### config.mk
export PLATFORM = sky130hd
export DESIGN_NAME = spi_regfile_peripheral_flat
export DESIGN_NICKNAME = d
export VERILOG_FILES = /design/src/rtl/spi_regfile_peripheral_if.sv /design/src/rtl/spi_regfile_peripheral.sv /design/src/flat_wrapper.sv
export SDC_FILE = /design/constraint.sdc
export NUM_CORES = 1
export LEC_CHECK = 0
export ABC_CLOCK_PERIOD_IN_PS = 3500
export BUFFER_PORTS_ARGS = -buffer_cell sky130_fd_sc_hd__buf_4
export CORE_AREA = 8 8 86 126
export CTS_CLUSTER_SIZE = 8
export DETAILED_ROUTE_END_ITERATION = 8
export DIE_AREA = 0 0 94 134
export GPL_ROUTABILITY_DRIVEN = 1
export GPL_TIMING_DRIVEN = 0
export PLACE_DENSITY = 0.67
export SYNTH_ARGS = -nofsm -noshare
export SYNTH_HDL_FRONTEND = slang
export SYNTH_SLANG_ARGS = --single-unit
### constraint.sdc
create_clock -name clk -period 3.5 [get_ports clk]
set_clock_uncertainty 0.05 [all_clocks]
set_input_delay 0 -clock clk [delete_from_list [all_inputs] [get_ports clk]]
set_output_delay 0 -clock clk [all_outputs]
set_load 0.1 [all_outputs]
### src/rtl/spi_regfile_peripheral_if.sv
// SPI pin bundle between an SPI controller and the register-file target.
// The controller drives sclk/ncs/copi; the target drives cipo and its pad enable.
interface spi_regfile_peripheral_if;
  logic sclk;
  logic ncs;
  logic copi;
  logic cipo;
  logic cipo_oe;

  modport master (output sclk, output ncs, output copi, input cipo, input cipo_oe);
  modport slave  (input sclk, input ncs, input copi, output cipo, output cipo_oe);
endinterface

### src/rtl/spi_regfile_peripheral.sv
// SPI mode-0 target owning NUM_REGS x DATA_W control registers with write, read-back
// and auto-incrementing bursts; every SPI input is oversampled in the clk domain.
module spi_regfile_peripheral #(
  parameter int                NUM_REGS    = 5,
  parameter int                DATA_W      = 8,
  parameter int                ADDR_W      = 7,
  parameter int                SYNC_STAGES = 2,
  parameter logic [DATA_W-1:0] RESET_VAL   = {DATA_W{1'b0}}
) (
  input  logic                         clk,
  input  logic                         rst_n,
  spi_regfile_peripheral_if.slave      spi,
  output logic [NUM_REGS*DATA_W-1:0]   regs_flat,
  output logic [NUM_REGS-1:0]          wr_stb,
  output logic                         frame_err
);

  localparam int MAX_BITS = (ADDR_W + 1 > DATA_W) ? ADDR_W + 1 : DATA_W;
  localparam int CNT_W    = $clog2(MAX_BITS + 1);

  typedef enum logic [1:0] {
    IDLE = 2'd0,
    CMD  = 2'd1,
    DATA = 2'd2
  } state_t;

  state_t                  state_r, state_nxt_s;
  logic [SYNC_STAGES:0]    sclk_sync_r;
  logic [SYNC_STAGES:0]    ncs_sync_r;
  logic [SYNC_STAGES-1:0]  copi_sync_r;
  logic                    sclk_rise_s, sclk_fall_s, ncs_fall_s, ncs_rise_s, copi_s;
  logic                    hdr_last_s, word_last_s, err_s;
  logic [CNT_W-1:0]        bit_cnt_r;
  logic                    rw_r;
  logic [ADDR_W-1:0]       ptr_r;
  logic [DATA_W-1:0]       shift_r;
  logic                    commit_r;
  logic                    rd_load_r;
  logic                    rd_hold_r;
  logic [DATA_W-1:0]       rd_shift_r;
  logic [DATA_W-1:0]       rd_word_s;
  logic                    cipo_oe_r;
  logic [NUM_REGS-1:0]     wr_stb_r;
  logic                    frame_err_r;
  logic [DATA_W-1:0]       regs_r [NUM_REGS];

  // Synchronisers; the extra top bit of sclk/ncs is the previous value for edge detection.
  always_ff @(posedge clk or negedge rst_n) begin
    if (!rst_n) begin
      sclk_sync_r <= {(SYNC_STAGES+1){1'b0}};
      ncs_sync_r  <= {(SYNC_STAGES+1){1'b1}};
      copi_sync_r <= {SYNC_STAGES{1'b0}};
    end else begin
      sclk_sync_r <= {sclk_sync_r[SYNC_STAGES-1:0], spi.sclk};
      ncs_sync_r  <= {ncs_sync_r[SYNC_STAGES-1:0], spi.ncs};
      copi_sync_r <= {copi_sync_r[SYNC_STAGES-2:0], spi.copi};
    end
  end

  assign sclk_rise_s =  sclk_sync_r[SYNC_STAGES-1] & ~sclk_sync_r[SYNC_STAGES];
  assign sclk_fall_s = ~sclk_sync_r[SYNC_STAGES-1] &  sclk_sync_r[SYNC_STAGES];
  assign ncs_fall_s  = ~ncs_sync_r[SYNC_STAGES-1]  &  ncs_sync_r[SYNC_STAGES];
  assign ncs_rise_s  =  ncs_sync_r[SYNC_STAGES-1]  & ~ncs_sync_r[SYNC_STAGES];
  assign copi_s      =  copi_sync_r[SYNC_STAGES-1];

  // Read-back mux; unimplemented addresses return zero.
  always_comb begin
    rd_word_s = {DATA_W{1'b0}};
    for (int i = 0; i < NUM_REGS; i++) begin
      rd_word_s = (ptr_r == ADDR_W'(i)) ? regs_r[i] : rd_word_s;
    end
  end

  // FSM state register.
  always_ff @(posedge clk or negedge rst_n) begin
    if (!rst_n) begin
      state_r <= IDLE;
    end else begin
      state_r <= state_nxt_s;
    end
  end

  // FSM next state and frame events; ncs rise wins over any coincident sclk edge.
  always_comb begin
    state_nxt_s = state_r;
    hdr_last_s  = 1'b0;
    word_last_s = 1'b0;
    err_s       = 1'b0;
    case (state_r)
      IDLE: begin
        if (ncs_fall_s) begin
          state_nxt_s = CMD;
        end else begin
          state_nxt_s = IDLE;
        end
      end
      CMD: begin
        if (ncs_rise_s) begin
          state_nxt_s = IDLE;
          err_s       = 1'b1;
        end else if (sclk_rise_s && (bit_cnt_r == CNT_W'(ADDR_W))) begin
          state_nxt_s = DATA;
          hdr_last_s  = 1'b1;
        end else begin
          state_nxt_s = CMD;
        end
      end
      DATA: begin
        if (ncs_rise_s) begin
          state_nxt_s = IDLE;
          err_s       = (bit_cnt_r != {CNT_W{1'b0}});
        end else begin
          state_nxt_s = DATA;
          word_last_s = sclk_rise_s && (bit_cnt_r == CNT_W'(DATA_W - 1));
        end
      end
      default: begin
        state_nxt_s = IDLE;
      end
    endcase
  end

  // Datapath: header capture, word assembly, register commit and read shifter.
  always_ff @(posedge clk or negedge rst_n) begin
    if (!rst_n) begin
      bit_cnt_r   <= {CNT_W{1'b0}};
      rw_r        <= 1'b0;
      ptr_r       <= {ADDR_W{1'b0}};
      shift_r     <= {DATA_W{1'b0}};
      commit_r    <= 1'b0;
      rd_load_r   <= 1'b0;
      rd_hold_r   <= 1'b0;
      rd_shift_r  <= {DATA_W{1'b0}};
      cipo_oe_r   <= 1'b0;
      wr_stb_r    <= {NUM_REGS{1'b0}};
      frame_err_r <= 1'b0;
      for (int i = 0; i < NUM_REGS; i++) begin
        regs_r[i] <= RESET_VAL;
      end
    end else begin
      wr_stb_r    <= {NUM_REGS{1'b0}};
      frame_err_r <= err_s;
      commit_r    <= 1'b0;
      rd_load_r   <= 1'b0;
      // A completed write word commits even if ncs rises in the same cycle.
      if (commit_r) begin
        for (int i = 0; i < NUM_REGS; i++) begin
          if (ptr_r == ADDR_W'(i)) begin
            regs_r[i]   <= shift_r;
            wr_stb_r[i] <= 1'b1;
          end
        end
        ptr_r <= ptr_r + ADDR_W'(1);
      end
      case (state_r)
        IDLE: begin
          rd_shift_r <= {DATA_W{1'b0}};
          cipo_oe_r  <= 1'b0;
          if (ncs_fall_s) begin
            bit_cnt_r <= {CNT_W{1'b0}};
            shift_r   <= {DATA_W{1'b0}};
          end
        end
        CMD: begin
          if (ncs_rise_s) begin
            rd_shift_r <= {DATA_W{1'b0}};
            cipo_oe_r  <= 1'b0;
          end else if (sclk_rise_s) begin
            if (bit_cnt_r == {CNT_W{1'b0}}) begin
              rw_r <= copi_s;
            end else begin
              ptr_r <= {ptr_r[ADDR_W-2:0], copi_s};
            end
            if (hdr_last_s) begin
              bit_cnt_r <= {CNT_W{1'b0}};
              rd_load_r <= ~rw_r;
            end else begin
              bit_cnt_r <= bit_cnt_r + CNT_W'(1);
            end
          end
        end
        DATA: begin
          if (ncs_rise_s) begin
            rd_shift_r <= {DATA_W{1'b0}};
            cipo_oe_r  <= 1'b0;
          end else begin
            if (sclk_rise_s) begin
              shift_r <= {shift_r[DATA_W-2:0], copi_s};
              if (word_last_s) begin
                bit_cnt_r <= {CNT_W{1'b0}};
                if (rw_r) begin
                  commit_r <= 1'b1;
                end else begin
                  ptr_r     <= ptr_r + ADDR_W'(1);
                  rd_load_r <= 1'b1;
                end
              end else begin
                bit_cnt_r <= bit_cnt_r + CNT_W'(1);
              end
            end
            // The first falling edge after a load presents the MSB rather than shifting it out.
            if (sclk_fall_s && cipo_oe_r) begin
              if (rd_hold_r) begin
                rd_hold_r <= 1'b0;
              end else begin
                rd_shift_r <= {rd_shift_r[DATA_W-2:0], 1'b0};
              end
            end
            if (rd_load_r) begin
              rd_shift_r <= rd_word_s;
              cipo_oe_r  <= 1'b1;
              rd_hold_r  <= 1'b1;
            end
          end
        end
        default: begin
          rd_shift_r <= {DATA_W{1'b0}};
          cipo_oe_r  <= 1'b0;
        end
      endcase
    end
  end

  for (genvar g = 0; g < NUM_REGS; g++) begin : g_flat
    assign regs_flat[g*DATA_W +: DATA_W] = regs_r[g];
  end

  assign wr_stb      = wr_stb_r;
  assign frame_err   = frame_err_r;
  assign spi.cipo    = rd_shift_r[DATA_W-1];
  assign spi.cipo_oe = cipo_oe_r;

endmodule

### src/flat_wrapper.sv
// flat-port wrapper written by rule: the top's interface ports become plain ports
module spi_regfile_peripheral_flat 
#(
  parameter int                NUM_REGS    = 5,
  parameter int                DATA_W      = 8,
  parameter int                ADDR_W      = 7,
  parameter int                SYNC_STAGES = 2,
  parameter logic [DATA_W-1:0] RESET_VAL   = {DATA_W{1'b0}}
)
  (clk, rst_n, regs_flat, wr_stb, frame_err, spi_sclk, spi_ncs, spi_copi, spi_cipo, spi_cipo_oe);
  spi_regfile_peripheral_if spi_i ();
  input  logic clk;
  input  logic rst_n;
  output logic [NUM_REGS*DATA_W-1:0] regs_flat;
  output logic [NUM_REGS-1:0] wr_stb;
  output logic frame_err;
  input wire logic [$bits(spi_i.sclk)-1:0] spi_sclk;
  input wire logic [$bits(spi_i.ncs)-1:0] spi_ncs;
  input wire logic [$bits(spi_i.copi)-1:0] spi_copi;
  output wire logic [$bits(spi_i.cipo)-1:0] spi_cipo;
  output wire logic [$bits(spi_i.cipo_oe)-1:0] spi_cipo_oe;
  assign spi_i.sclk = spi_sclk;
  assign spi_i.ncs = spi_ncs;
  assign spi_i.copi = spi_copi;
  assign spi_cipo = spi_i.cipo;
  assign spi_cipo_oe = spi_i.cipo_oe;
  spi_regfile_peripheral #(.NUM_REGS(NUM_REGS), .DATA_W(DATA_W), .ADDR_W(ADDR_W), .SYNC_STAGES(SYNC_STAGES), .RESET_VAL(RESET_VAL)) u_core (.clk(clk), .rst_n(rst_n), .spi(spi_i), .regs_flat(regs_flat), .wr_stb(wr_stb), .frame_err(frame_err));
endmodule
==> flow_metrics.py <==
metrics = {
    "timing": {
        "rsz0062_at_grt": "no",
        "hold_viol": 0,
        "tns_ns": 0,
        "worstMarginPinSlew_ns": 1.12,
        "max_slew_margin": 0.250,
        "layout_min_cycle_time_ns": 2.50,
        "period_share": 0.713,
        "setup_viol": 0,
        "slew_violations": 0,
        "clock.fmax_ghz": 0.401,
    },
    "critical_path": {
        "cp.arrival_ns": 2.66,
        "cp_slowest_cell": "a221oi_1",
        "crit_top_cell": "clkbuf_1",
        "crit_path_max_fanout": 10,
        "worstPathCellList": "clkbuf_1 -> inv_1 -> ha_1 -> clkbuf_1 -> and3b_1 -> a21oi_1 -> o22ai_1 -> a221oi_1 -> a211oi_1",
        "worstSetupPathDepth": 9,
        "critPathLaunch": "u_core.ptr_r[0]$_DFF_PN0_",
        "reg2reg_to": "u_core.rd_shift_r[3]$_DFFE_PN0P_",
        "r2r-start": "u_core.ptr_r[0]$_DFF_PN0_",
        "slowest_delay_ns": 0.38,
        "end_kind": "register",
        "crit_type": "reg2reg",
        "cp.required_ns": 3.66,
        "critPathBufInv": 3,
        "critPathTopFamily": "compound AO/OA/AOI/OAI gates",
        "start_kind": "register",
        "reg2reg_depth": 9,
        "reg2reg_slack_ns": 1.00,
        "crit_path_end": "u_core.rd_shift_r[3]$_DFFE_PN0P_",
    },
    "detailed_routing": {
        "vias": 3468,
        "drtPass1Iterations": 5,
        "drt_iter0_markers": 209,
        "vias_per_cell": 5.71,
        "finalWirelength_um": 11300,
        "drc": 0,
        "wl_per_cell_um": 18.6,
        "ant_nets": 0,
    },
    "floorplan": {
        "pin_count": 53,
        "start_util": 0.464,
        "die_w_um": 94,
        "die_area_sq_mm": 0.0126,
        "num_rows": 43,
        "core-area_sq_mm": 0.00904,
        "die_h_um": 134,
    },
    "job": {
        "cap_violations": 0,
    },
    "synthesis": {
        "synth_mux_area_frac": 0.0313,
        "synth-xor-area-share": 0.0167,
        "yosysSeqAreaShare": 0.526,
        "syn_area_sq_mm": 0.00419,
        "yosys_warnings": 0,
        "synthCells": 423,
        "synth_simple_gate_area_frac": 0.154,
        "synth_top_family_by_area": "compound AO/OA/AOI/OAI gates",
        "synthAdderAreaFrac": 0.0328,
        "synth-seq-cells": 88,
        "synthFlopType": "dfrtp_1",
        "synth_nets": 439,
        "synth_edf_count": 0,
        "synth_compound_gate_area_share": 0.197,
        "synthArstFlopShare": 1.00,
        "synth_area_per_cell_sq_um": 9.91,
        "ys_types": 51,
    },
    "final_layout": {
        "num_antenna_cells": 0,
        "fin_cells": 607,
        "final_layout_size_suffix_gt1_frac": 0.196,
        "synthToLayoutAreaGrowth_pct": 21.5,
        "nets": 506,
    },
    "grt": {
        "gr-total-overflow": 0,
        "grt.total_usage": 0.188,
        "grt_pass1_wl_um": 18400,
        "grt_start_max_net_pins": 89,
        "grt_pass1_vias": 3488,
        "antenna_found_initial": 0,
    },
    "placement": {
        "gp_congestion": 0.883,
        "dp_hpwl_um": 8250,
        "placed_cells": 587,
        "io_buffers": 52,
    },
    "clocking": {
        "cts.htree.levels": 3,
        "clkLatencyLatePin_ns": 0.34,
        "cts_tree": "built",
        "clock_sinks": 88,
        "cts_buffers": 9,
        "clockBufferDepth": 2,
        "clockRootBuffer": "clkbuf_16",
        "cts_resized": 0,
        "clk_pin_slew_ns": 0.06,
        "post-cts-setup-buffer-count": 0,
    },
    "power_and_ir_drop": {
        "leakage_uw": 0.00236,
        "vdd_ir_drop_max_mv": 0.290,
        "power_density_mw_per_mm2": 449,
    },
    "run_status": {
        "run_status": "completed",
    },
    "worst_hold_path": {
        "hold_class": "in2reg",
    },
}
-- where the power goes --
group	internal, uW	switching [uW]
Combinational	51.6	120
Clock	649	413
Sequential	1040	17.2
Total	1740	550
-- layout make-up --
class                   count  area (sq um)
plain buffers              19          80.1
clock buffers              10           239
clock inverters             6          90.1
fillers                   821          3950
inverters                  25          93.8
multi-input cells         291          1810
flip-flops and latches     88          2210
well taps                 112           140
repair buffers             56           430
-- through the flow --
step                      hold WS [ns]   util  area, sq um  setup slack, ns  power, uW
after floorplan                 -0.346      -         4190             1.40       1180
after global placement          0.0592  0.522         4720             1.16       1240
after detailed placement        0.0610  0.522         4720             1.07       1240
after CTS                        0.249  0.563         5090             1.06       2300
after global routing             0.255  0.563         5090            0.819       2360
final                            0.256  0.563         5090             1.00       2290
-- layout by cell type (no fill, tap or decap), drive strengths merged, types with 5 or more instances in the layout --
master	instances
dfrtp	85
o21ai	63
buf	59
nand2	53
inv	27
a21oi	24
clkbuf	22
nand3	14
o22ai	13
nor2	12
ha	11
mux2	9
a211oi	7
and3	7
o21a	7
xnor2	6
and3b	6
a221oi	6
o31ai	5
nand4	5
-- flip-flops by register name (all words and copies together), names as in the netlist, 2 cells and up --
signal              cells
u_core.rd_shift_r       8
u_core.ncs_sync_r       3
u_core.ptr_r            7
u_core.copi_sync_r      2
u_core.wr_stb           5
u_core.regs_flat       40
u_core.sclk_sync_r      3
u_core.shift_r          8
u_core.state_r          2
u_core.bit_cnt_r        4
-- Yosys cell counts (all sizes together) (2+ instances only) --
| cell type | n | share of area |
|---|---|---|
| inv | 25 | 0.022 |
| and3 | 7 | 0.010 |
| nor2b | 2 | 0.0030 |
| dfrtp | 85 | 0.51 |
| a221oi | 6 | 0.013 |
| and3b | 6 | 0.013 |
| clkbuf | 12 | 0.011 |
| a211oi | 7 | 0.013 |
| a21oi | 24 | 0.029 |
| nor3b | 4 | 0.0072 |
| mux2i | 3 | 0.0072 |
| nor4 | 2 | 0.0066 |
| nand2b | 4 | 0.0060 |
| or2 | 2 | 0.0030 |
| nor3 | 3 | 0.0075 |
| nand2 | 53 | 0.048 |
| xnor2 | 6 | 0.013 |
| nand3 | 14 | 0.017 |
| buf | 7 | 0.0084 |
| dfstp | 3 | 0.019 |
| nand4 | 5 | 0.0075 |
| xor2 | 2 | 0.0042 |
| ha | 11 | 0.033 |
| mux2 | 9 | 0.024 |
| o21ai | 63 | 0.075 |
| nand3b | 3 | 0.0054 |
| o21a | 7 | 0.013 |
| nor2 | 12 | 0.013 |
| o31ai | 5 | 0.0090 |
| o22ai | 13 | 0.019 |
| a22oi | 4 | 0.0072 |
-- how the worst min path moves through the flow --
stage / from / to / slack [ns] / depth (start not counted)
6_report: spi_copi / u_core.copi_sync_r[0]$_DFF_PN0_ / 0.26 / 2
5_1_grt: spi_copi / u_core.copi_sync_r[0]$_DFF_PN0_ / 0.25 / 2
4_1_cts: spi_copi / u_core.copi_sync_r[0]$_DFF_PN0_ / 0.25 / 2
3_5_place_dp: spi_ncs / u_core.ncs_sync_r[0]$_DFF_PN1_ / 0.06 / 1
3_3_place_gp: spi_sclk / u_core.sclk_sync_r[0]$_DFF_PN0_ / 0.06 / 1
2_1_floorplan: rst_n / u_core.bit_cnt_r[0]$_DFFE_PN0P_ / -0.35 / 0
-- cell families (layout without fill, tap and decap cells) --
kind of cell,after synthesis,after routing
adder cells (fa/ha/maj),11,11
AO/OA/AOI/OAI,139,139
XOR/XNOR,8,8
buffers and inverters,44,116
multiplexers,12,12
AND/OR/NAND/NOR,121,121
flip-flops,88,88
-- routing by layer --
layer	GRT usage	routed length [um]
met1	0.216	4560
met2	0.320	5970
met3	0.0391	467
met4	0.0895	312
met5	0	0
-- timing repair --
action	CTS	global route
hold endpoints to repair	88	0
endpoints found under the setup margin	0	0
hold buffers	4	0
Note: power is estimated with default switching activity, not from simulation.
